File: config.mk
export PLATFORM = sky130hd
export DESIGN_NAME = bitwise_logic_pipe
export DESIGN_NICKNAME = d
export VERILOG_FILES = /design/src/rtl/bitworks_logic_pkg.sv /design/src/rtl/logic_pipe_stage.sv /design/src/rtl/bitwise_logic_pipe.sv
export SDC_FILE = /design/constraint.sdc
export NUM_CORES = 1
export LEC_CHECK = 0
export CORE_MARGIN = 5
export CORE_UTILIZATION = 45
export CTS_CLUSTER_SIZE = 25
export DETAILED_ROUTE_END_ITERATION = 8
export MAX_ROUTING_LAYER = met4
export PLACE_DENSITY = 0.77
export SYNTH_ARGS = -nofsm -noshare
export SYNTH_HDL_FRONTEND = slang
export SYNTH_SLANG_ARGS = --single-unit
File: constraint.sdc
create_clock -name clk -period 1.8 [get_ports clk]
set_input_delay 0.27 -clock clk [delete_from_list [all_inputs] [get_ports clk]]
set_output_delay 0.27 -clock clk [all_outputs]
set_load 0.02 [all_outputs]
File: src/rtl/bitworks_logic_pkg.sv
// Shared types for the bitworks bitwise logic unit: operation encoding.
package bitworks_logic_pkg;

  localparam int OP_W = 3;

  // Every 3-bit code is a legal operation.
  typedef enum logic [OP_W-1:0] {
    OP_NAND   = 3'd0,
    OP_AND    = 3'd1,
    OP_OR     = 3'd2,
    OP_NOR    = 3'd3,
    OP_XOR    = 3'd4,
    OP_XNOR   = 3'd5,
    OP_NOT_A  = 3'd6,
    OP_PASS_A = 3'd7
  } op_e;

endpackage

File: src/rtl/logic_pipe_stage.sv
// One pipeline register slice of the bitwise logic unit: holds a beat's
// valid bit, result data and its zero/ones flags.
module logic_pipe_stage #(
  parameter int WIDTH = 8
) (
  input  logic             clk,
  input  logic             rst_n,
  input  logic             flush,
  input  logic             load,
  input  logic             prev_valid,
  input  logic [WIDTH-1:0] prev_data,
  input  logic             prev_zero,
  input  logic             prev_ones,
  output logic             valid,
  output logic [WIDTH-1:0] data,
  output logic             zero,
  output logic             ones
);

  // Slice register: flush only kills the valid bit, payload is left as is.
  always_ff @(posedge clk or negedge rst_n) begin
    if (!rst_n) begin
      valid <= 1'b0;
      data  <= '0;
      zero  <= 1'b0;
      ones  <= 1'b0;
    end else begin
      if (flush) begin
        valid <= 1'b0;
      end else if (load) begin
        valid <= prev_valid;
      end
      if (load && !flush) begin
        data <= prev_data;
        zero <= prev_zero;
        ones <= prev_ones;
      end
    end
  end

endmodule

File: src/rtl/bitwise_logic_pipe.sv
// Pipelined WIDTH-bit bitwise logic unit with eight operations, result
// flags, a valid/ready handshake with full backpressure, and a saturating
// completion counter.
//
// Handshake: a beat transfers on a rising edge where valid && ready are both
// high. The producer holds inA/inB/op stable while in_valid && !in_ready;
// the unit holds outY/out_zero/out_ones stable while out_valid && !out_ready.
// in_ready depends combinationally on out_ready (no skid buffer).
module bitwise_logic_pipe
  import bitworks_logic_pkg::*;
#(
  parameter int WIDTH   = 8,
  parameter int STAGES  = 2,
  parameter int COUNT_W = 16
) (
  input  logic               clk,
  input  logic               rst_n,
  input  logic               flush,
  input  logic               in_valid,
  output logic               in_ready,
  input  logic [WIDTH-1:0]   inA,
  input  logic [WIDTH-1:0]   inB,
  input  op_e                op,
  output logic               out_valid,
  input  logic               out_ready,
  output logic [WIDTH-1:0]   outY,
  output logic               out_zero,
  output logic               out_ones,
  output logic [COUNT_W-1:0] done_count
);

  logic [WIDTH-1:0]  res;
  logic              res_zero;
  logic              res_ones;
  logic [STAGES-1:0] rdy;
  logic [STAGES-1:0] st_valid;
  logic [WIDTH-1:0]  st_data [STAGES];
  logic [STAGES-1:0] st_zero;
  logic [STAGES-1:0] st_ones;
  logic              complete;

  // Operation decode on the incoming operands.
  always_comb begin
    res = '0;
    case (op)
      OP_NAND:   res = ~(inA & inB);
      OP_AND:    res = inA & inB;
      OP_OR:     res = inA | inB;
      OP_NOR:    res = ~(inA | inB);
      OP_XOR:    res = inA ^ inB;
      OP_XNOR:   res = ~(inA ^ inB);
      OP_NOT_A:  res = ~inA;
      OP_PASS_A: res = inA;
      default:   res = '0;
    endcase
  end

  assign res_zero = (res == '0);
  assign res_ones = (res == '1);

  // A stage may load when it is empty or everything downstream can move.
  // That is the same as: out_ready is high, or some stage at or after i is
  // empty. Written this way the ready path has no self-referencing chain.
  for (genvar i = 0; i < STAGES; i++) begin : g_stage
    assign rdy[i] = out_ready || !(&st_valid[STAGES-1:i]);

    if (i == 0) begin : g_first
      logic_pipe_stage #(.WIDTH(WIDTH)) u_stage (
        .clk        (clk),
        .rst_n      (rst_n),
        .flush      (flush),
        .load       (rdy[i]),
        .prev_valid (in_valid),
        .prev_data  (res),
        .prev_zero  (res_zero),
        .prev_ones  (res_ones),
        .valid      (st_valid[i]),
        .data       (st_data[i]),
        .zero       (st_zero[i]),
        .ones       (st_ones[i])
      );
    end else begin : g_rest
      logic_pipe_stage #(.WIDTH(WIDTH)) u_stage (
        .clk        (clk),
        .rst_n      (rst_n),
        .flush      (flush),
        .load       (rdy[i]),
        .prev_valid (st_valid[i-1]),
        .prev_data  (st_data[i-1]),
        .prev_zero  (st_zero[i-1]),
        .prev_ones  (st_ones[i-1]),
        .valid      (st_valid[i]),
        .data       (st_data[i]),
        .zero       (st_zero[i]),
        .ones       (st_ones[i])
      );
    end
  end

  assign in_ready  = rdy[0];
  assign out_valid = st_valid[STAGES-1];
  assign outY      = st_data[STAGES-1];
  assign out_zero  = st_zero[STAGES-1];
  assign out_ones  = st_ones[STAGES-1];
  assign complete  = out_valid && out_ready;

  // Completion counter: counts output handshakes (even under flush) and
  // sticks at its maximum value.
  always_ff @(posedge clk or negedge rst_n) begin
    if (!rst_n) begin
      done_count <= '0;
    end else if (complete && (done_count != '1)) begin
      done_count <= done_count + COUNT_W'(1);
    end
  end

endmodule
======== After elaboration in Yosys (flattened, before gate mapping) ========
Index checks and enable logic that the tools add are counted.
storage, ports and cells
  word-level logic and storage cells ...... 45
  output and inout port bits .............. 28
  register bits after elaboration ......... 38
operators by class
  eq/ne operators ......................... 9
  bitwise gates (word level) .............. 7
  muxes and demuxes ....................... 5
  $add $sub $neg .......................... 1
  reductions and logical operators ........ 14
operators with widths
  kind                                                  count
  one-hot mux 8 bit (8 select lines)                    1
  NOT 8 bit                                             4
  adder 16 x 1 -> 16 bit (second input constant)        1
  != test 16 bit (second input constant)                1
  equality test 3 bit (second input constant)           4
  AND 8 bit                                             1
  equality test 8 bit (second input constant)           1
  logical NOT 8 bit                                     1
  OR 8 bit                                              1
  bitwise XOR 8 bit                                     1
  equality test 3 x 2 -> 1 bit (second input constant)  2
  logical AND 1 bit                                     4
  two-way mux 1 bit                                     4
  nonzero test 2 bit                                    2
  equality test 3 x 1 -> 1 bit (second input constant)  1
  logical NOT 1 bit                                     3
  logical NOT 3 bit                                     1
  logical OR 1 bit                                      2
  AND reduction 2 bit                                   1

======== Logic depth before layout (Yosys ltp) ========
Gate-level depths: netlist (run 1).
  depth in word-level cells ............... 5
  depth in mapped cells ................... 8

======== By module ========
From an unflattened synthesis (run 1), not the netlist that was laid out.
unflattened totals
  cell total of the unflattened synthesis .. 204
  area, all modules ....................... 2426.1 um2
modules (own cells, without submodules)
  module              seq. area each (um2)  area each (um2)  instances  cells an instance
  bitwise_logic_pipe  400.4                 1480.2           1          154
  logic_pipe_stage    275.3                 473.0            2          25

======== Worst setup path before layout (run 1) ========
No wires, ideal clock.
  path kind ............................... register to register
  start point ............................. register done_count[5]
  end point ............................... register done_count[13]
  path slack .............................. -0.032 ns
  stages on the path, launching flop included .. 8
  required time ........................... 1.671 ns
  data arrival time ....................... 1.703 ns
  period minus slack after synthesis ...... 1.832 ns
  cells stage by stage .................... dfrtp_1 > nand3_2 > nor3_1 > and4_1 > buf_2 > a211oi_2 > nand4_1 > xnor2_1
between the ends
  longest elaborated chain between the ends .. 2
  elaborated cells between the ends (all ways) .. 3
  classes of those cells .................. 1 x add/sub; 1 x eq/ne; 1 x reduce/logical
ends and longest elaborated chain
  what                                                            line                       text
  start, declared                                                 bitwise_logic_pipe.sv:29   output logic [COUNT_W-1:0] done_count
  start signal, assigned                                          bitwise_logic_pipe.sv:113  done_count <= done_count + COUNT_W'(1);
  branches (longest 2 deep; another with adder 16 x 1 -> 16 bit)  -
Several ways; the timed one is not identified.
A chain may end at the register's enable or synchronous reset.

======== Worst setup path after layout (run 1) ========
  start point ............................. input inA[3]
  end point ............................... register g_stage[0].g_first.u_stage.zero
between the ends
  longest elaborated chain between the ends .. 4
  elaborated cells between the ends (all ways) .. 9
  classes of those cells .................. 1 x mux; 7 x bitwise; 1 x reduce/logical
ends and longest elaborated chain
  what                                       line                                                                          text
  start, declared                            bitwise_logic_pipe.sv:21                                                      input logic [WIDTH-1:0] inA,
  bitwise XOR 8 bit (tied with other cells)  bitwise_logic_pipe.sv:50, bitwise_logic_pipe.sv:51
  NOT 8 bit (on tied branches)               bitwise_logic_pipe.sv:51, bitwise_logic_pipe.sv:46, bitwise_logic_pipe.sv:49
  one-hot mux 8 bit (8 select lines) *       bitwise_logic_pipe.sv:45                                                      case (op)
  logical NOT 8 bit *                        bitwise_logic_pipe.sv:58                                                      assign res_zero = (res == '0);
  end signal, assigned                       logic_pipe_stage.sv:35                                                        zero <= prev_zero;
  end, declared                              logic_pipe_stage.sv:16                                                        output logic zero,
Mark *: on every way between the ends. The rest lies on a longest branch, timed or not.

==> results.toml, run 1 <==
[run_status]
run_status = "completed"

[clock_network]
cts_buffer_depth = 2
numCtsBuffers = 5
cts-root-buf = "clkbuf_8"
path_clk_slew_ps = 80
worstSkewPairLatency_ps = 290
cts_max_level = 2
cts_tree = "yes"
cts.sinks = 38
hold_buffers = 0

[global_route]
grt_start_max_net_pins = 39
grt.overflow.total = 0
grt_pass1_vias = 2007
antenna_found_initial = 0
globalRouteMet2Util_pct = 31.9
grt_pass1_wl_um = 8940
use_met3_pct = 2.96
grt_use_met1_pct = 19.7
busiest_layer = "met2"
track_usage_pct = 17.8

[critical_path]
worst_ep_arrival_time_ps = 1970
cp.required_ps = 1990
worstSetupStartpointType = "input port"
cp-end-kind = "flop"
crit_type = "in2reg"
critical_path.max_fanout = 3

[route]
drtAntennaViolNets = 0
first_iter_violations = 67
num_vias = 2083
vias_per_cell = 5.14
route.detailed.drc = 0
drt_first_pass_iters = 4
routed_wl_um = 5500
wl_per_cell_um = 13.6

[timing]
timing.final.hold_violations = 0
fmax_mhz = 560
finalCriticalPeriod_ps = 1790
slew_headroom_pct = 68.0
final-setup-viol-count = 0
finalMaxSlewViolations = 0
hold_slack_ps = 404
fin_crit_sh_pct = 99.2
skew_ps = 6.74
max_slew.worst_pin.slew_ps = 480
postLayoutSetupSlackWorst_ps = 14.0

[place]
gp_congestion = 0.823
pre_cts_ws_ps = -592
io_buffers = 51
dp_hpwl_um = 4070

[die]
fp-row-count = 26
ioPinCount = 52
coreArea_um2 = 5040
start_util_pct = 45.6
die_x_um = 81.5
die_area_um2 = 6640
dieHeight_um = 81.5

[finish]
fin_nets = 375
area_growth_pct = 50.7
fillers = 407
multi_input_area_um2 = 1360
drive_above_1_share_pct = 32.8
antennaDiodeCount = 0
utilization_pct = 68.7
regArea_um2 = 951

[synthesis]
ys_warn_count = 0
synth-seq-cells = 38
yosysUniqueCellTypes = 42
seq_area_frac_synth_pct = 41.4
synth_edf_count = 0
synth_cells = 232
async_flop_share_pct = 100
synth_nets = 273
synth_top_flop_cell = "dfrtp_1"
avgSynthCellArea_um2 = 9.91
synth_area_um2 = 2300

[power]
power_density_nw_per_um2 = 738
cellLeakagePower_nw = 1.64
ir_drop_mv = 0.424
p_total_mw = 2.56

[job]
drv_cap = 0

[hold_path]
hold_class = "in2async"
==> flip-flops by register name, summed over array words and instances (netlist names) <==
| register | count |
|---|---|
| done_count | 16 |
| g_stage.g_first.u_stage.data | 8 |
| g_stage.g_first.u_stage.ones | 1 |
| g_stage.g_first.u_stage.valid | 1 |
| g_stage.g_first.u_stage.zero | 1 |
| g_stage.g_rest.u_stage.data | 8 |
| g_stage.g_rest.u_stage.ones | 1 |
| g_stage.g_rest.u_stage.valid | 1 |
| g_stage.g_rest.u_stage.zero | 1 |
==> what timing repair did <==
action / in CTS / in global routing
endpoints found under the hold margin: 0 / 0
gates resized for setup: 37 / 24
setup buffers: 3 / 3
endpoints found under the setup margin: 7 / 13
pin swaps: 13 / 17
==> routing by layer <==
| metal | up-vias | part of all wire, % | routed length (µm) |
|---|---|---|---|
| li1 | 1000 | - | - |
| met1 | 1009 | 40 | 2180 |
| met2 | 64 | 53 | 2900 |
| met3 | 10 | 5.4 | 294 |
| met4 | 0 | 2.3 | 124 |
| met5 | - | 0 | 0 |
==> worst paths after layout <==
kind | startpoint | endpoint | slack [ps] | cells past startpoint
max | inA[3] | g_stage[0].g_first.u_stage.zero | 10 | 8
min | rst_n | done_count[7] | 400 | 2
max reg2reg | done_count[0] | done_count[1] | 100 | 6
min reg2reg | g_stage[0].g_first.u_stage.data[1] | g_stage[0].g_first.u_stage.data[1] | 490 | 2
max in group asynchronous | rst_n | done_count[1] | 1060 | 2
min in group clk | g_stage[0].g_first.u_stage.data[1] | g_stage[0].g_first.u_stage.data[1] | 490 | 2
==> cells in the final DEF (no fill, tap or decap), types with 10 or more instances in the layout <==
master / instances
a21oi_1: 10
buf_4: 49
clkdlybuf4s50_1: 34
dfrtp_1: 38
ha_1: 11
inv_1: 20
mux2_2: 12
nand2_1: 18
nand3_1: 13
nor2_1: 18
xnor2_1: 11
==> power breakdown <==
part / internal (mW) / total (mW) / switching, mW / leakage, nW
logic: 0.477 / 0.896 / 0.420 / 1.11
registers: 0.971 / 1.05 / 0.0826 / 0.483
clock network: 0.308 / 0.607 / 0.300 / 0.0472
==> kinds of logic after synthesis <==
group,synth area share [%]
AND/OR/NAND/NOR,15.4
flip-flops,41.4
AO/OA/AOI/OAI,9.53
buffers and inverters,5.61
XOR/XNOR,8.00
multiplexers,10.8
adder cells (fa/ha/maj),9.25
==> stage by stage <==
| step | cell area, µm² | TNS (ps) | cells |
|---|---|---|---|
| 2_1_floorplan | 2310 | 0 | 232 |
| 3_5_place_dp | 3220 | -3870 | 392 |
| 3_3_place_gp | 3220 | -3430 | 392 |
| 6_report | 3460 | 0 | 405 |
| 5_1_grt | 3460 | -68.9 | 405 |
| 4_1_cts | 3390 | 0 | 403 |
==> cell type report <==
type / instances / area share, %
clock inverter: 2 / 0.361
multi-input combinational: 162 / 39.2
timing repair buffer: 101 / 25.2
clock buffer: 6 / 2.38
sequential: 38 / 27.4
inverter: 26 / 2.82
tap: 70 / 2.53
==> cell usage after synthesis (3+ instances only) <==
master,number,area (µm²)
dfrtp_1,38,951
inv_1,24,90.1
nand2_1,19,71.3
nor2_1,18,67.6
ha_1,17,213
a21oi_1,13,65.1
nand3_1,13,65.1
mux2_2,12,135
xnor2_1,11,96.3
xor2_1,10,87.6
nor3_1,5,25.0
o21ai_0,5,25.0
buf_2,4,20.0
mux4_2,3,67.6
nand4_1,3,18.8
nor2b_1,3,18.8
o21ai_1,3,15.0
==> worst max-delay path: stages <==
cell and delay, ps:
clkdlybuf4s15_1 180, inv_1 50, ha_1 260, inv_1 30, mux4_2 500, xor2_4 220
nand4_1 160, o41ai_2 300
Power figures use the tool's default switching activity.
==> inputs of run 2 (changes only) <==
- SETUP_SLACK_MARGIN: unset -> 0.4
- SKIP_LAST_GASP: unset -> 1
==> run 2 against run 1 <==
Net effect:
- maximum frequency grew 3.0%
- clock power shrank 5.1%
- global-route usage grew 4.0 points
- first-iteration DRC count grew 130%
- combinational power grew 19%
- sequential cell count is the same
- worst setup slack gained 52 ps
- critical path depth grew 3
- utilization grew 12 points
- sequential power grew 5%
- routed wire length grew 36%
- clock skew is essentially flat
==> results.toml, run 2 (synthesis results as in run 1) <==
[timing]
fin_crit_sh_pct = 96.3
tns_ps = 0
skew_ps = 6.67
postLayoutSetupSlackWorst_ps = 65.9
hold_slack_ps = 16.5
slew_headroom_pct = 67.9
timing.final.hold_violations = 0
fmax_mhz = 577
finalMaxSlewViolations = 0
max_slew.worst_pin.slew_ps = 481
finalCriticalPeriod_ps = 1730
final-setup-viol-count = 0
rsz0062_at_grt = "yes"

[critical_path]
worstSetupStartpointType = "input port"
path_buf_inv = 6
critical_path.max_fanout = 3
crit_family = "multiplexers"
cpMaxStageDelayCell = "mux4_2"
worst_ep_arrival_time_ps = 1950
cp_common_cell = "buf_6"
cpPeakStageDelay_ps = 500
crit_chain = "buf_8 -> inv_8 -> ha_4 -> inv_2 -> mux4_2 -> xor2_4 -> and2_4 -> buf_6 -> buf_6 -> buf_6 -> nor2_1"
cp-end-kind = "flop"
cp.required_ps = 2010
crit_type = "in2reg"

[place]
io_buffers = 51
dp_cells = 383
placed_area_um2 = 3430
pre_cts_ws_ps = -696
dp_hpwl_um = 4070
gp_congestion = 0.807

[global_route]
antenna_found_initial = 0
grt_pass1_vias = 2269
grt.overflow.total = 0
grt_pass1_wl_um = 10700
grt_start_max_net_pins = 39
track_usage_pct = 21.8

[route]
vias_per_cell = 5.34
wl_per_cell_um = 17.6
drt_first_pass_iters = 4
first_iter_violations = 154
routed_wl_um = 7490
route.detailed.drc = 0
drtAntennaViolNets = 0
num_vias = 2269

[power]
cellLeakagePower_nw = 1.90
ir_drop_mv = 0.378
p_total_mw = 2.74
power_density_nw_per_um2 = 670

[clock_network]
cts.sinks = 38
cts_max_level = 2
cts_tree = "yes"
numCtsBuffers = 5
path_clk_slew_ps = 70
cts_buffer_depth = 2
cts-root-buf = "clkbuf_8"
worstSkewPairLatency_ps = 290
hold_buffers = 0

[finish]
area_growth_pct = 78.0
fillers = 267
stdcell_count = 425
drive_above_1_share_pct = 55.5
final_common_cell = "buf_4"
largest_register = "done_count"
largest_reg_flops = 16
design_area_um2 = 4090
fin_nets = 395
mostFrequentLayoutCells = "50 x buf_4, 28 x dlygate4sd2_1, 26 x dfrtp_1, 26 x buf_6"
utilization_pct = 81.1
antennaDiodeCount = 0
reg_top3 = "done_count (16), g_stage.g_first.u_stage.data (8), g_stage.g_rest.u_stage.data (8)"

[run_status]
run_status = "completed"

[job]
drv_cap = 0

[die]
die_x_um = 81.5
fp-row-count = 26
ioPinCount = 52
start_util_pct = 45.6
dieHeight_um = 81.5
coreArea_um2 = 5040
die_area_um2 = 6640

[hold_path]
hold_class = "in2async"
[run 2: changes by cell type in the layout (fill, tap and decap cells not counted), moves of 6 or more]
cell	previous run	this run
dlygate4sd2_1	5	28
dfrtp_1	38	26
dfrtp_2	0	12
inv_1	20	9
clkdlybuf4s50_1	34	2
buf_6	1	26
nand3_1	13	7
[run 2: worst paths after layout]
kind / startpoint / endpoint / slack, ps / cells after the start
worst max register to register: done_count[0] / done_count[13] / 180 / 6
max in group asynchronous: rst_n / done_count[8] / 1410 / 2
worst max-delay path: inA[0] / g_stage[0].g_first.u_stage.data[0] / 70 / 11
min in group clk: g_stage[0].g_first.u_stage.data[1] / g_stage[0].g_first.u_stage.data[1] / 500 / 2
worst min-delay path: rst_n / g_stage[0].g_first.u_stage.data[0] / 20 / 2
worst min register to register: g_stage[0].g_first.u_stage.data[1] / g_stage[0].g_first.u_stage.data[1] / 500 / 2
[run 2: timing repair]
action	4_1_cts	5_1_grt
setup endpoints to repair	64	40
gates cloned	1	0
pin swaps	45	35
buffers inserted	28	5
gates resized for setup	154	40
hold endpoints to repair	0	0
[run 2: area by class of cell]
| type | count | area (µm²) | share of cell area (%) |
|---|---|---|---|
| Clock buffer | 6 | 72.6 | 1.77 |
| Clock inverter | 2 | 10.0 | 0.245 |
| Inverter | 26 | 165 | 4.04 |
| Multi-Input combinational cell | 162 | 1710 | 41.8 |
| Sequential cell | 38 | 966 | 23.6 |
| Tap cell | 70 | 87.6 | 2.14 |
| Timing Repair Buffer | 121 | 1080 | 26.4 |
[run 2: report_power, final]
part / total, mW / switching (mW) / internal, mW
sequential: 1.10 / 0.120 / 0.976
combinational: 1.07 / 0.527 / 0.542
clock: 0.576 / 0.307 / 0.269
total: 2.74 / 0.954 / 1.79
[run 2: routing by layer]
layer	vias up	share of wire (%)	routed length, µm	GRT usage, %
met5	-	0	0	-
met3	12	5.0	375	3.51
met2	77	55	4110	39.8
met4	0	2.0	148	7.26
li1	1038	-	-	-
met1	1142	38	2860	24.0
==> inputs of run 3 (changes only) <==
- CORE_UTILIZATION: 45 -> 54
- GPL_TIMING_DRIVEN: unset -> 0
- HOLD_SLACK_MARGIN: unset -> 0.05
- PLACE_DENSITY: 0.77 -> 0.86
- clock period: 1.8 -> 2.2 ns (I/O delays scaled with it)
==> run 3 against run 2 <==
Net effect:
- design area shrank 19%
- routed wire length shrank 16%
- first-iteration DRC count grew 48%
- hold slack gained 100 ps
==> results.toml, run 3 (synthesis results as in run 1) <==
[run_status]
run_status = "completed"

[critical_path]
r2r_setup_slack_ps = 330
crit_type = "reg2reg"
cp-end-kind = "flop"
worstSetupStartpointType = "flop"
cp.required_ps = 2390
r2r_cells = 7
reg2reg_to = "done_count[12]"
critical_path.max_fanout = 7
reg2reg_from = "done_count[8]"
worst_ep_arrival_time_ps = 2070

[clock_network]
cts_tree = "yes"
path_clk_slew_ps = 90
cts_buffer_depth = 2
cts-root-buf = "clkbuf_8"
worstSkewPairLatency_ps = 300
numCtsBuffers = 5
cts.sinks = 38
cts_max_level = 2
hold_buffers = 0

[timing]
fmax_mhz = 534
fin_crit_sh_pct = 85.1
postLayoutSetupSlackWorst_ps = 328
skew_ps = 15.8
finalMaxSlewViolations = 0
slew_headroom_pct = 45.3
finalCriticalPeriod_ps = 1870
timing.final.hold_violations = 0
final-setup-viol-count = 0
tns_ps = 0
rsz0062_at_grt = "yes"
max_slew.worst_pin.slew_ps = 821

[power]
power_density_nw_per_um2 = 641
cellLeakagePower_nw = 1.55
clockPowerShare_pct = 27.9
power_switching_mw = 0.656
seq_power_share_pct = 41.4
p_int_mw = 1.46
power.share.switching_pct = 31.0
ir_drop_mv = 0.316
comb_power_share_pct = 30.7

[place]
placed_area_um2 = 2880
dp_cells = 333
gp_congestion = 0.848
pre_cts_ws_ps = -356
io_buffers = 51
dp_hpwl_um = 3740

[finish]
reg_top3 = "done_count (16), g_stage.g_first.u_stage.data (8), g_stage.g_rest.u_stage.data (8)"
final_common_cell = "dfrtp_1"
mostFrequentLayoutCells = "36 x dfrtp_1, 32 x clkdlybuf4s50_1, 24 x buf_4"
fin_nets = 354
utilization_pct = 81.3
stdcell_count = 364
drive_above_1_share_pct = 31.5
antennaDiodeCount = 0
fillers = 224
design_area_um2 = 3300
area_growth_pct = 43.5
largest_reg_flops = 16
largest_register = "done_count"

[die]
fp-row-count = 23
die_x_um = 75.2
dieHeight_um = 75.2
start_util_pct = 56.6
coreArea_um2 = 4060
ioPinCount = 52
die_area_um2 = 5660

[route]
num_vias = 2127
drt_first_pass_iters = 4
routed_wl_um = 6310
wl_per_cell_um = 17.3
route.detailed.drc = 0
drtAntennaViolNets = 0
first_iter_violations = 228
vias_per_cell = 5.84

[global_route]
track_usage_pct = 21.2
grt.overflow.total = 0
grt_start_max_net_pins = 39
grt_pass1_vias = 1926
antenna_found_initial = 0
grt_pass1_wl_um = 8900

[hold_path]
hold_class = "in2async"

[job]
drv_cap = 0
-- run 3: layer usage --
metal  vias to the layer above  track usage [%]  routed length (µm)
li1                        965                -                   -
met1                      1031             25.4                2410
met2                       107             35.5                3270
met3                        24             4.41                 404
met4                         0             6.99                 223
met5                         -                -                   0
-- run 3: worst max-delay path by stage --
stage,from,end
2_1_floorplan,inA[6],g_stage[0].g_first.u_stage.zero
3_3_place_gp,inA[6],g_stage[0].g_first.u_stage.zero
3_5_place_dp,inA[6],g_stage[0].g_first.u_stage.zero
4_1_cts,done_count[0],done_count[1]
5_1_grt,done_count[8],done_count[12]
6_report,done_count[8],done_count[12]
-- run 3: worst max-delay path: stages, from the launching register on --
cell	delay [ps]
dfrtp_1	450
nand3_2	140
nor3_4	70
and4_1	200
buf_4	160
nor3_1	370
nand3_1	200
xnor2_1	170
-- run 3: per-stage QoR --
stage / hold slack [ps] / total power, mW
after CTS: 157 / 2.07
after detailed placement: 466 / 1.47
after floorplan: 34.4 / 1.20
after global routing: 219 / 2.21
final: 116 / 2.11
after global placement: 458 / 1.45
-- run 3: power by group through the flow --
stage,registers [mW],logic [mW],clock network (mW)
2_1_floorplan,0.961,0.234,0
5_1_grt,0.888,0.704,0.619
3_5_place_dp,0.885,0.589,0
3_3_place_gp,0.881,0.571,0
6_report,0.875,0.650,0.589
4_1_cts,0.872,0.620,0.579
-- run 3: layout make-up --
class | instances | area [µm²] | share of cell area [%]
sequential | 38 | 953 | 28.9
inverter | 26 | 103 | 3.11
multi-input combinational | 162 | 1400 | 42.5
clock inverter | 1 | 30.0 | 0.910
clock buffer | 7 | 76.3 | 2.31
timing repair buffer | 74 | 632 | 19.2
buffer | 6 | 41.3 | 1.25
tap | 50 | 62.6 | 1.90
-- run 3: repair_timing --
action,4_1_cts,5_1_grt
setup buffers,11,12
gates resized for setup,47,42
endpoints found under the setup margin,31,17
pin swaps,17,17
==> patch 1: new RTL, settings of run 1 <==
Make the reset (`rst_n`) synchronous in 2 clocked blocks.
--- a/src/rtl/logic_pipe_stage.sv
+++ b/src/rtl/logic_pipe_stage.sv
@@ -18,7 +18,7 @@
 );
 
   // Slice register: flush only kills the valid bit, payload is left as is.
-  always_ff @(posedge clk or negedge rst_n) begin
+  always_ff @(posedge clk) begin
     if (!rst_n) begin
       valid <= 1'b0;
       data  <= '0;
--- a/src/rtl/bitwise_logic_pipe.sv
+++ b/src/rtl/bitwise_logic_pipe.sv
@@ -106,7 +106,7 @@
 
   // Completion counter: counts output handshakes (even under flush) and
   // sticks at its maximum value.
-  always_ff @(posedge clk or negedge rst_n) begin
+  always_ff @(posedge clk) begin
     if (!rst_n) begin
       done_count <= '0;
     end else if (complete && (done_count != '1)) begin
Function: differs if rst_n is asserted again (counterexample within 4 cycles, from zero or initial values and one cycle with rst_n low); with rst_n held inactive, the same outputs for 10 cycles.
==> patch 1 against run 1 <==
Synthesized area is 10% higher; register-to-register slack worse by 0.07 ns; worst setup slack got worse by 0.040 ns; the run now ends with setup timing left; non-clock buffer count up 19; die area grew 8.9%; wire length increased by 17%; first-iteration DRC count down 18%; global-route usage rose by 0.19 points; critical endpoint is now g_stage[0].g_first.u_stage.ones$_SDFFE_PN0P_; sequential power fell by 16%; sequential cell count did not move; maximum frequency is 2.2% lower; total power is 24% lower; critical path depth stayed put; final area grew 10%.
==> patch 1: results <==
{
  "fill_cells": 439,
  "seq_area_frac_synth_pct": 30.0,
  "synth_ff_type": "dfxtp_1",
  "syn_nets": 321,
  "utilization_pct": 69.9,
  "fin_setup_tns_ns": -0.0263,
  "violations": "setup timing",
  "syn_inst": 280,
  "cpPeakStageDelay_ns": 0.51,
  "nets": 436,
  "synth_cell_types": 61,
  "drt_iter0_markers": 55,
  "cts_root_buf": "clkbuf_8",
  "final_cell_count_no_fill": 467,
  "grt_max_degree": 20,
  "ys_async_sr_fraction_pct": 0,
  "viasPerCell": 5.31,
  "drive_gt1_share_pct": 31.6,
  "placed_area_um2": 3520,
  "fin_ws_ns": -0.0263,
  "grt_pass1_vias": 2431,
  "yosys-top-cells-area": "dfxtp_1 30%, ha_1 8.4%, mux2i_1 5.1%",
  "setup_viol": 1,
  "relSlewSlack_pct": 75.6,
  "synth.top_cells.by_count": "38 x dfxtp_1, 29 x nor2_1, 23 x inv_1",
  "hold_path_class": "register to register",
  "cp_data_arrival_time_ns": 2.03,
  "routedWlPerCell_um": 13.8,
  "placed_cells": 449,
  "whs_path_depth": 2,
  "path_clk_slew_ns": 0.07,
  "p_leak_nw": 1.70,
  "grt_use_total_pct": 18.0,
  "status": "finished, violations left",
  "vdd_drop_max_mv": 0.260,
  "fin_skew_ns": 0.00221,
  "grt_pass1_wl_um": 10500,
  "pre_cts_slack_ns": -0.624,
  "hpwl_um": 4810
}
[patch 1: area by class of cell]
class | count | share of cell area [%]
flip-flops and latches | 38 | 20.1
repair buffers | 120 | 27.4
inverters | 24 | 2.42
multi-input cells | 206 | 45.7
clock buffers | 5 | 1.80
clock inverters | 2 | 0.262
well taps | 72 | 2.35
[patch 1: layer usage]
| metal | vias to the layer above | global-route usage [%] | share of wire, % |
|---|---|---|---|
| met3 | 17 | 3.40 | 6.3 |
| met4 | 0 | 7.34 | 3.4 |
| li1 | 1233 | - | - |
| met2 | 81 | 33.1 | 51 |
| met1 | 1149 | 18.6 | 39 |
| met5 | - | - | 0 |
[patch 1: what timing repair did]
action                                  4_1_cts  5_1_grt
buffers inserted                              6        5
resized for setup                            24       26
pin swaps                                    14       15
endpoints found under the setup margin       10       12
[patch 1: power breakdown]
| group | switching [mW] | internal (mW) |
|---|---|---|
| clock network | 0.286 | 0.260 |
| logic | 0.244 | 0.287 |
| registers | 0.0139 | 0.863 |
| total | 0.544 | 1.41 |
[patch 1: worst paths after layout]
kind,slack (ns),start,to
worst max-delay path,-0.03,inA[1],g_stage[0].g_first.u_stage.ones$_SDFFE_PN0P_
worst min-delay path,0.47,g_stage[0].g_first.u_stage.data[4]$_SDFFE_PN0P_,g_stage[0].g_first.u_stage.data[4]$_SDFFE_PN0P_
worst min register to register,0.47,g_stage[0].g_first.u_stage.data[4]$_SDFFE_PN0P_,g_stage[0].g_first.u_stage.data[4]$_SDFFE_PN0P_
worst max register to register,0.03,done_count[1]$_SDFFE_PN0P_,done_count[2]$_SDFFE_PN0P_
[patch 1: logic make-up after synthesis]
family | synth area share [%]
AOI/OAI and AO/OA | 13.7
buffers and inverters | 6.81
xor gates and xnor gates | 6.91
DFF | 30.0
adders and majority gates | 8.39
and+or+nand+nor | 23.0
muxes | 11.2
==> patch 2: new RTL, flow settings as in run 1 <==
Made on the original files. The parameter `COUNT_W` goes from 16 to 32.
--- a/src/rtl/bitwise_logic_pipe.sv
+++ b/src/rtl/bitwise_logic_pipe.sv
@@ -11,7 +11,7 @@
 #(
   parameter int WIDTH   = 8,
   parameter int STAGES  = 2,
-  parameter int COUNT_W = 16
+  parameter int COUNT_W = 32
 ) (
   input  logic               clk,
   input  logic               rst_n,
Ports: changed (resized done_count); port bits go from 52 to 68. The function was not compared with the original's and may differ.
==> patch 2 against run 1 <==
Cell count increased by 29%; maximum frequency hardly changed; via count is 30% higher; sequential cell count increased by 16; final area is 38% higher; sequential power grew 35%; non-clock buffer count rose by 48; worst setup slack got worse by 0.00075 ns; sequential share of layout area increased by 0.96 points; largest cell class unchanged; total power grew 31%; register-to-register slack got worse by 0.06 ns; wire length increased by 34%; synthesized area increased by 34%.
==> patch 2: results <==
{
  "status": "finished clean",
  "design_area_um2": 4790,
  "worstMarginPinSlew_ns": 0.314,
  "drive_gt1_share_pct": 38.1,
  "reg_top3": "done_count: 32 flops, g_stage.g_first.u_stage.data: 8 flops, g_stage.g_rest.u_stage.data: 8 flops",
  "reg2reg_slack_ns": 0.04,
  "power_density_nw_per_um2": 697,
  "grt_max_degree": 55,
  "yosys-top-cells-area": "dfrtp_1 44%, ha_1 6.9%, xnor2_1 5.4%",
  "slowest_stage": "clkdlybuf4s50_1",
  "synth.top_cells.by_count": "54 x dfrtp_1, 23 x inv_1, 22 x nand2_1, 22 x nor2_1, 19 x xnor2_1",
  "max_freq_mhz": 560,
  "placed_area_um2": 4380,
  "place.gp.congestion": 0.813,
  "hold_ws_ns": 0.475,
  "cts_setup_buffers": 10,
  "hpwl_um": 5380,
  "critPathTopFamily": "compound AO/OA/AOI/OAI gates",
  "cp_data_arrival_time_ns": 2.01,
  "pwr-share-seq_pct": 42.6,
  "nets": 483,
  "fin_skew_ns": 0.00799,
  "syn_inst": 295,
  "synth_cell_types": 47,
  "worstReg2RegStart": "done_count[24]$_DFFE_PN0P_",
  "grt_pass1_wl_um": 12100,
  "vias": 2700,
  "fill_cells": 508,
  "synth-xor-area-share_pct": 9.92,
  "cpPeakStageDelay_ns": 0.49,
  "timing.rr.end": "done_count[17]$_DFFE_PN0P_",
  "syn_nets": 336,
  "cts_hold_buf": 1,
  "p_switching_mw": 0.937,
  "synthAdderAreaFrac_pct": 6.88,
  "routedWlPerCell_um": 14.1,
  "grt_use_total_pct": 17.5,
  "cts_resized": 42,
  "pre_cts_slack_ns": -0.756,
  "vdd_drop_max_mv": 0.359
}
## patch 2: cell count changes in the layout (fill, tap and decap cells not counted), moves of 7 or more
cell	delta
xor2_1	+9
dlygate4sd2_1	+8
dfrtp_1	+8
buf_4	+29
clkdlybuf4s50_1	+14
xnor2_1	+7
dfrtp_2	+8
## patch 2: area by class of cell
class	count	share of cell area, %
Clock buffer	5	1.44
Clock inverter	3	1.44
Inverter	23	2.17
Multi-Input combinational cell	209	37.8
Sequential cell	54	28.4
Tap cell	80	2.09
Timing Repair Buffer	149	26.6
## patch 2: cells by family (layout without fill, tap and decap cells)
group                      after synthesis  count (layout)
muxes                                   21              21
xor gates and xnor gates                35              35
and+or+nand+nor                        101             101
DFF                                     54              54
adders and majority gates               17              17
buffers and inverters                   32             180
AOI/OAI and AO/OA                       35              35
## patch 2: per-layer routing
metal	up-vias	track usage (%)	wire, um
li1	1315	-	-
met2	79	32.1	3940
met5	-	-	0
met3	17	3.57	421
met4	0	4.15	118
met1	1289	19.4	2890
